## src/rtl/io_mon_pkg.sv

```systemverilog
`default_nettype none
// ============================================================================
//  Module      : io_mon_pkg
//  Description : Shared defaults, LED bit mapping and helpers for the
//                IO activity monitor.
//  Revision    : 1.0 - initial release
// ============================================================================
package io_mon_pkg;

    // Default geometry of the monitor
    localparam int N_CHAN_DEFAULT      = 19;
    localparam int CNT_WIDTH_DEFAULT   = 16;
    localparam int WINDOW_LOG2_DEFAULT = 27;

    // Bit positions of the LEDs inside the internal LED register vector
    localparam int LED_RED_BIT   = 0;
    localparam int LED_GREEN_BIT = 1;
    localparam int LED_BLUE_BIT  = 2;
    localparam int LED_COUNT     = 3;

    // Width of a channel-select field; never narrower than one bit
    function automatic int sel_width(input int n_chan);
        return (n_chan > 1) ? $clog2(n_chan) : 1;
    endfunction

endpackage : io_mon_pkg
`default_nettype wire

```

## src/rtl/io_chan_monitor.sv

```systemverilog
`default_nettype none
// ============================================================================
//  Module      : io_chan_monitor
//  Description : One monitored input: 2-FF synchroniser plus delay stage,
//                both-edge detector, saturating edge counter, per-window
//                seen flag and registered activity flag.
//  Revision    : 1.0 - initial release
// ============================================================================
module io_chan_monitor
    import io_mon_pkg::*;
#(
    parameter int CNT_WIDTH = CNT_WIDTH_DEFAULT
) (
    input  logic                 clk_200,
    input  logic                 reset,
    input  logic                 chan_in,
    input  logic                 clear_cnt,
    input  logic                 window_end,
    output logic                 sync_level,
    output logic [CNT_WIDTH-1:0] count,
    output logic                 saturated,
    output logic                 activity
);

    localparam logic [CNT_WIDTH-1:0] CNT_MAX = '1;

    logic                 r_s1;
    logic                 r_s2;
    logic                 r_s3;
    logic [CNT_WIDTH-1:0] r_count;
    logic                 r_seen;
    logic                 r_activity;
    logic                 w_edge;

    // Both rising and falling transitions of the synchronised level count
    assign w_edge = r_s2 ^ r_s3;

    // Synchroniser s1/s2 followed by the s3 delay used for edge detection
    always_ff @(posedge clk_200 or posedge reset) begin
        if (reset) begin
            r_s1 <= 1'b0;
            r_s2 <= 1'b0;
            r_s3 <= 1'b0;
        end else begin
            r_s1 <= chan_in;
            r_s2 <= r_s1;
            r_s3 <= r_s2;
        end
    end

    // Saturating edge counter; a clear wins over a coincident edge
    always_ff @(posedge clk_200 or posedge reset) begin
        if (reset) begin
            r_count <= '0;
        end else if (clear_cnt) begin
            r_count <= '0;
        end else if (w_edge && (r_count != CNT_MAX)) begin
            r_count <= r_count + CNT_WIDTH'(1);
        end
    end

    // Seen flag accumulates over a window; activity captures it at window end
    always_ff @(posedge clk_200 or posedge reset) begin
        if (reset) begin
            r_seen     <= 1'b0;
            r_activity <= 1'b0;
        end else if (window_end) begin
            // An edge on the terminal cycle belongs to the closing window
            r_activity <= r_seen | w_edge;
            r_seen     <= 1'b0;
        end else if (w_edge) begin
            r_seen <= 1'b1;
        end
    end

    assign sync_level = r_s2;
    assign count      = r_count;
    assign saturated  = (r_count == CNT_MAX);
    assign activity   = r_activity;

endmodule : io_chan_monitor
`default_nettype wire

```

## src/rtl/io_activity_monitor.sv

```systemverilog
`default_nettype none
// ============================================================================
//  Module      : io_activity_monitor
//  Description : Monitors N_CHAN asynchronous inputs: per-channel edge
//                counters with readback mux, windowed activity flags,
//                all-inputs-high detect and status LEDs.
//  Revision    : 1.0 - initial release
// ============================================================================
module io_activity_monitor
    import io_mon_pkg::*;
#(
    parameter  int N_CHAN      = N_CHAN_DEFAULT,
    parameter  int CNT_WIDTH   = CNT_WIDTH_DEFAULT,
    parameter  int WINDOW_LOG2 = WINDOW_LOG2_DEFAULT,
    localparam int SEL_WIDTH   = sel_width(N_CHAN)
) (
    input  logic                 clk_200,
    input  logic                 reset,
    input  logic [N_CHAN-1:0]    chan_in,
    input  logic                 clear_cnt,
    input  logic [SEL_WIDTH-1:0] sel_chan,
    output logic [CNT_WIDTH-1:0] edge_count,
    output logic [N_CHAN-1:0]    activity,
    output logic                 all_high,
    output logic                 led_red,
    output logic                 led_green,
    output logic                 led_blue
);

    logic [WINDOW_LOG2-1:0] r_window;
    logic [WINDOW_LOG2-1:0] w_window_next;
    logic                   w_window_end;

    logic [N_CHAN-1:0]      w_sync;
    logic [N_CHAN-1:0]      w_saturated;
    logic [N_CHAN-1:0]      w_activity;
    logic [CNT_WIDTH-1:0]   w_count [N_CHAN];
    logic [CNT_WIDTH-1:0]   w_sel_count;

    logic [CNT_WIDTH-1:0]   r_edge_count;
    logic                   r_all_high;
    logic [LED_COUNT-1:0]   r_leds;

    assign w_window_next = r_window + WINDOW_LOG2'(1);
    assign w_window_end  = &r_window;

    // One monitor per input channel
    generate
        for (genvar gi = 0; gi < N_CHAN; gi++) begin : g_chan
            io_chan_monitor #(
                .CNT_WIDTH (CNT_WIDTH)
            ) u_chan (
                .clk_200    (clk_200),
                .reset      (reset),
                .chan_in    (chan_in[gi]),
                .clear_cnt  (clear_cnt),
                .window_end (w_window_end),
                .sync_level (w_sync[gi]),
                .count      (w_count[gi]),
                .saturated  (w_saturated[gi]),
                .activity   (w_activity[gi])
            );
        end
    endgenerate

    // Free-running window counter; wraps from all-ones back to zero
    always_ff @(posedge clk_200 or posedge reset) begin
        if (reset) begin
            r_window <= '0;
        end else begin
            r_window <= w_window_next;
        end
    end

    // Readback select; indices past the last channel read as zero
    always_comb begin
        w_sel_count = '0;
        for (int i = 0; i < N_CHAN; i++) begin
            if (sel_chan == SEL_WIDTH'(i)) begin
                w_sel_count = w_count[i];
            end
        end
    end

    // Registered readback of the selected counter
    always_ff @(posedge clk_200 or posedge reset) begin
        if (reset) begin
            r_edge_count <= '0;
        end else begin
            r_edge_count <= w_sel_count;
        end
    end

    // AND of all synchronised levels
    always_ff @(posedge clk_200 or posedge reset) begin
        if (reset) begin
            r_all_high <= 1'b0;
        end else begin
            r_all_high <= &w_sync;
        end
    end

    // Status LEDs: saturation, heartbeat (window MSB), any activity
    always_ff @(posedge clk_200 or posedge reset) begin
        if (reset) begin
            r_leds <= '0;
        end else begin
            r_leds[LED_RED_BIT]   <= |w_saturated;
            // Registering the next-count MSB keeps the LED in step with r_window
            r_leds[LED_GREEN_BIT] <= w_window_next[WINDOW_LOG2-1];
            r_leds[LED_BLUE_BIT]  <= |w_activity;
        end
    end

    assign edge_count = r_edge_count;
    assign activity   = w_activity;
    assign all_high   = r_all_high;
    assign led_red    = r_leds[LED_RED_BIT];
    assign led_green  = r_leds[LED_GREEN_BIT];
    assign led_blue   = r_leds[LED_BLUE_BIT];

endmodule : io_activity_monitor
`default_nettype wire

```

## config.mk

```make
export PLATFORM = sky130hd
export DESIGN_NAME = io_activity_monitor
export DESIGN_NICKNAME = d
export VERILOG_FILES = /design/src/rtl/io_mon_pkg.sv /design/src/rtl/io_chan_monitor.sv /design/src/rtl/io_activity_monitor.sv
export SDC_FILE = /design/constraint.sdc
export NUM_CORES = 1
export LEC_CHECK = 0
export BUFFER_PORTS_ARGS = -buffer_cell sky130_fd_sc_hd__buf_2
export CORE_ASPECT_RATIO = 0.75
export CORE_MARGIN = 3
export CORE_UTILIZATION = 58
export CTS_CLUSTER_DIAMETER = 30
export DETAILED_ROUTE_END_ITERATION = 10
export PLACE_DENSITY = 0.88
export SYNTH_ARGS = -nofsm -noshare
export SYNTH_HDL_FRONTEND = slang
export SYNTH_HIERARCHICAL = 1
export SYNTH_SLANG_ARGS = --single-unit
```

## constraint.sdc

```tcl
create_clock -name clk_200 -period 5 [get_ports clk_200]
set_input_delay 1 -clock clk_200 [delete_from_list [all_inputs] [get_ports clk_200]]
set_output_delay 1 -clock clk_200 [all_outputs]
set_load 0.02 [all_outputs]
```

# ---- Yosys cells after proc, flatten, opt, wreduce, memory -nomap -nowiden
# Cells that the tools add are included.
dict set report word_totals {
  out_inout_bits 39
  word_cells 389
  register_bits 446
  input_bits 27
}
dict set report op_classes {
  reduce_logical 62
  n_eq_ne 56
  n_addsub 20
  mux 95
  bitwise 38
}
# cell count
set ops {}
lappend ops {{two-way mux 16 bit} 57}
lappend ops {{adder 16 x 1 -> 16 bit (second input constant)} 19}
lappend ops {{equality test 16 bit (second input constant)} 19}
lappend ops {{!= test 16 bit (second input constant)} 19}
lappend ops {{nonzero test 2 bit} 38}
lappend ops {{equality test 5 x 4 -> 1 bit (second input constant)} 8}
lappend ops {{two-way mux 1 bit} 38}
lappend ops {{OR reduction 19 bit} 2}
lappend ops {{adder 27 x 1 -> 27 bit (second input constant)} 1}
lappend ops {{AND reduction 27 bit} 1}
lappend ops {{equality test 5 x 3 -> 1 bit (second input constant)} 4}
lappend ops {{logical AND 1 bit} 19}
lappend ops {{bitwise OR 1 bit} 19}
lappend ops {{AND reduction 19 bit} 1}
lappend ops {{bitwise XOR 1 bit} 19}
lappend ops {{equality test 5 bit (second input constant)} 3}
lappend ops {{equality test 5 x 2 -> 1 bit (second input constant)} 2}
lappend ops {{equality test 5 x 1 -> 1 bit (second input constant)} 1}
lappend ops {{zero test 5 bit} 1}

# ---- Depth between registers and ports, before layout
dict set report logic_depth {
  word_depth 20
  mapped_depth 9
  ltp_nobuf 7
}

# ---- Cells and area by module
# Netlist, hierarchy kept.
# module n_inst seq_area_each_um2 area_per_inst_um2 cells_each
set modules_own_cells {}
lappend modules_own_cells {{io_chan_monitor at g_chan[10].u_chan ...} 18 525.5 1128.6 112}
lappend modules_own_cells {io_activity_monitor 1 1151.1 5365.1 722}
lappend modules_own_cells {{io_chan_monitor at g_chan[0].u_chan} 1 525.5 1067.3 109}

# ---- Worst setup path before layout
# OpenSTA, ideal clock, no wires.
dict set report synth_timing {
  path_kind {reg2reg}
  from {register r_window[0]}
  to {register g_chan[0].u_chan.r_activity}
  required_ns 4.912
  path_slack_ns 0.214
  arrival_ns 4.699
  synth_period_minus_slack_ns 4.786
  stages_incl_launch_ff 8
  setup_time_ns 0.088
  path_buffers 0
  cell_sequence {dfrtp_1 > ha_1 > nand3_1 > nor4_1 > nand3_1 > nor3_1 > nor2_1 > a21oi_1}
}
dict set report synth_between {
  elab_chain_len 1
}
# item line
set synth_rtl {}
lappend synth_rtl {{start, declared} io_activity_monitor.sv:30} ;# logic [WINDOW_LOG2-1:0] r_window;
lappend synth_rtl {{start signal, assigned} io_activity_monitor.sv:71} ;# r_window <= w_window_next;
lappend synth_rtl {{AND reduction 27 bit} io_activity_monitor.sv:45} ;# assign w_window_end = &r_window;
lappend synth_rtl {{named net w_window_end} io_activity_monitor.sv:32} ;# logic w_window_end;
lappend synth_rtl {{end signal, assigned} io_chan_monitor.sv:69} ;# r_activity <= r_seen | w_edge;
lappend synth_rtl {{end, declared} io_chan_monitor.sv:32} ;# logic r_activity;
# The timed path passes the listed nets, and every way through them passes these cells.
# A chain may end at the register's enable or synchronous reset.

# ---- Final worst setup path
dict set report layout_timing {
  from {register g_chan[0].u_chan.r_count[0]}
  to {register r_leds[0]}
}
dict set report layout_between {
  elab_chain_len 2
}
# item line
set layout_rtl {}
lappend layout_rtl {{start, declared} io_chan_monitor.sv:30} ;# logic [CNT_WIDTH-1:0] r_count;
lappend layout_rtl {{start signal, assigned} io_chan_monitor.sv:58} ;# r_count <= r_count + CNT_WIDTH'(1);
lappend layout_rtl {{equality test 16 bit} io_chan_monitor.sv:78} ;# assign saturated = (r_count == CNT_MAX);
lappend layout_rtl {{named net w_saturated[0]} io_activity_monitor.sv:35} ;# logic [N_CHAN-1:0] w_saturated;
lappend layout_rtl {{OR reduction 19 bit} io_activity_monitor.sv:108} ;# r_leds[LED_RED_BIT] <= |w_saturated;
lappend layout_rtl {{end signal, assigned by index} io_activity_monitor.sv:108}
lappend layout_rtl {{end signal, assigned by index} io_activity_monitor.sv:110} ;# r_leds[LED_GREEN_BIT] <= w_window_next[WINDOW_LOG2-1];
lappend layout_rtl {{end signal, assigned by index} io_activity_monitor.sv:111} ;# r_leds[LED_BLUE_BIT] <= |w_activity;
lappend layout_rtl {{end, declared} io_activity_monitor.sv:42} ;# logic [LED_COUNT-1:0] r_leds;
# The timed path passes the listed nets, and every way through them passes these cells.

==> flow_metrics.py <==
metrics = {
    "place": {
        "gp_congestion": 1.055,
        "hpwl_mm": 64.07,
        "portBuffers": 65,
        "placed_area_sq_um": 27080,
        "pre_cts_ws_ps": 1376,
    },
    "floorplanning": {
        "die_x_um": 254.0,
        "die_area_sq_um": 48750,
        "core_sq_um": 45100,
        "initial_core_util_pct": 59.30,
        "pin_count": 66,
        "rows": 67,
        "die_h_um": 192.0,
    },
    "synth": {
        "synth_edf_count": 0,
        "ys_seq_area_share_pct": 41.63,
        "synth-seq-cells": 445,
        "synth_top_flop_cell": "dfrtp_1",
        "yosys.cell_types.count": 86,
        "synth_area_sq_um": 26750,
        "synth_nets": 2894,
        "syn_avg_cell_area_sq_um": 9.395,
        "ys_async_sr_fraction_pct": 100.0,
        "ys.warnings.count": 6,
        "synth_cells": 2847,
    },
    "status": {
        "outcome": "complete, no violations",
    },
    "timing": {
        "fin_tns_setup_ps": 0,
        "setup_viol": 0,
        "worst_pin_slew_ps": 1218,
        "grt_setup_unrepaired": "false",
        "final_max_slew_viol_count": 0,
        "min_period_ps": 3329,
        "finalWorstSetupSlack_ps": 1671,
        "skew_ps": 30.24,
        "hold_ws_ps": 320.5,
        "slew-limit-headroom_pct": 18.50,
        "finalHoldViolCount": 0,
        "max_freq_mhz": 300.4,
        "period_share_pct": 66.58,
    },
    "detailed_routing": {
        "wire_per_inst_um": 26.16,
        "drc": 0,
        "viasPerCell": 7.355,
        "detailroute.via_count": 25770,
        "wirelength_mm": 91.68,
        "first_pass_iters": 6,
        "ant_nets": 0,
        "drt_iter0_drc": 4217,
    },
    "clock_tree": {
        "insertion_delay_ps": 630,
        "numCtsBuffers": 84,
        "cts_buffer_depth": 3,
        "cts.sinks": 445,
        "holdBufCountCts": 0,
        "cts_tree": "built",
        "clk_pin_slew_ps": 50,
        "cts-root-buf": "clkbuf_16",
        "cts_max_level": 3,
        "cts.repair.resized": 0,
        "post_cts_buffers": 0,
    },
    "cells_and_area": {
        "area_delta_synth_final_pct": 12.91,
        "drive_gt1_share_pct": 13.79,
        "layout_commonest_cell": "dfrtp_1",
        "final_cell_mix": "dfrtp_1 (445), a21oi_1 (310), nand2_1 (206), nand3_1 (165), nor2_1 (146)",
        "nets": 2894,
        "final_area_sq_um": 30200,
    },
    "power": {
        "internal-power_uw": 8047,
        "p_total_uw": 10690,
        "switching_share_pct": 24.75,
        "powerDensity_nw_per_um2": 354.1,
        "leakage_uw": 0.01182,
        "pwr-share-clk_pct": 58.2,
        "switchingPower_uw": 2647,
        "seqPwrFrac_pct": 35.7,
        "ir_drop_mv": 0.2746,
        "power_frac_comb_pct": 6.1,
    },
    "critical_path": {
        "required_ps": 5470,
        "path_class": "reg -> reg",
        "worstPathMaxFanout": 14,
        "cp.arrival_ps": 3800,
        "startpoint_type": "flip-flop",
        "worstSetupEndpointType": "flip-flop",
    },
    "hold_path": {
        "hold_class": "reg -> reg",
    },
    "grt": {
        "grt_pass1_vias": 24260,
        "track_usage_pct": 37.50,
        "grt_max_degree": 160,
        "overflow": 0,
        "grt_pass1_wl_mm": 141.6,
        "antenna_found_initial": 4,
    },
    "run": {
        "cap_violations": 0,
    },
}
-- sequential cells by signal (all words and copies together) (netlist names) --
| name | cells |
|---|---|
| edge_count | 16 |
| g_chan.u_chan/count | 304 |
| all_high | 1 |
| g_chan.u_chan/r_s1 | 19 |
| r_window | 26 |
| g_chan.u_chan/r_s3 | 19 |
| g_chan.u_chan/sync_level | 19 |
| r_leds | 3 |
| g_chan.u_chan/activity | 19 |
| g_chan.u_chan/r_seen | 19 |
-- layer usage --
| metal | vias up | GRT usage (%) | part of all wire (%) |
|---|---|---|---|
| li1 | 10940 | - | - |
| met5 | - | 0 | 0.037 |
| met1 | 12780 | 53.16 | 40 |
| met4 | 6 | 13.95 | 3.9 |
| met2 | 1743 | 53.14 | 42 |
| met3 | 313 | 12.86 | 14 |
-- metrics by stage --
step                util, %  instances
global placement      60.05       3347
global route          66.94       3501
floorplan                 -       2847
CTS                   66.94       3501
detailed placement    60.05       3347
finish                66.96       3504
-- area by class of cell --
| type | instances | area (sq um) |
|---|---|---|
| diodes | 3 | 7.507 |
| clock buffers | 101 | 2328 |
| clock inverters | 53 | 780.7 |
| fillers | 3404 | 14900 |
| inverters | 56 | 210.2 |
| multi-input cells | 2172 | 14470 |
| flip-flops and latches | 445 | 11140 |
| well taps | 586 | 733.2 |
| repair buffers | 88 | 531.8 |
-- worst paths after layout --
check,cells past startpoint,from,endpoint,slack (ps)
setup reg to reg,8,g_chan[0].u_chan/count[0],r_leds[0],1670
hold reg to reg,0,g_chan[10].u_chan/r_s1,g_chan[10].u_chan/sync_level,320
max in group asynchronous,3,reset,edge_count[9],3300
hold / removal,0,g_chan[10].u_chan/r_s1,g_chan[10].u_chan/sync_level,320
setup / recovery,8,g_chan[0].u_chan/count[0],r_leds[0],1670
min in group asynchronous,3,reset,g_chan[7].u_chan/count[7],860
-- logic make-up after synthesis --
logic type,after synthesis,synth area share (%)
compound gates,840,21.76
xor+xnor,64,2.671
fa+ha+maj,20,0.9356
buf+inv,230,4.280
flops,445,41.63
mux,36,1.366
simple gates,1212,27.36
-- Yosys cell counts (all sizes together) (70+ instances only) --
cell type	n	area (sq um)
nand2	207	779.5
nor3	70	355.3
a21oi	310	1551
buf	112	700.7
nor2	146	548.0
nand4	151	1170
o21ai	139	695.7
o31ai	101	758.2
or3	94	588.1
or4	100	750.7
dfrtp	445	11140
nand3	183	1006
-- power by group through the flow --
stage,Sequential [uW],Combinational (uW),Clock (uW)
after floorplan,3830,460,0
after global routing,3810,707,6440
after CTS,3810,639,6260
after global placement,3860,611,0
after detailed placement,3860,632,0
final,3810,652,6230
-- worst max-delay path, stage by stage, from the launching register on --
cell     delay (ps)
dfrtp_1         430
ha_1            310
nand4_1         260
nor4_1           80
buf_4           190
and2_1          160
nor4_1          870
nand4_1         370
or4_1           520
No activity file was read; power rests on OpenSTA's default activity.
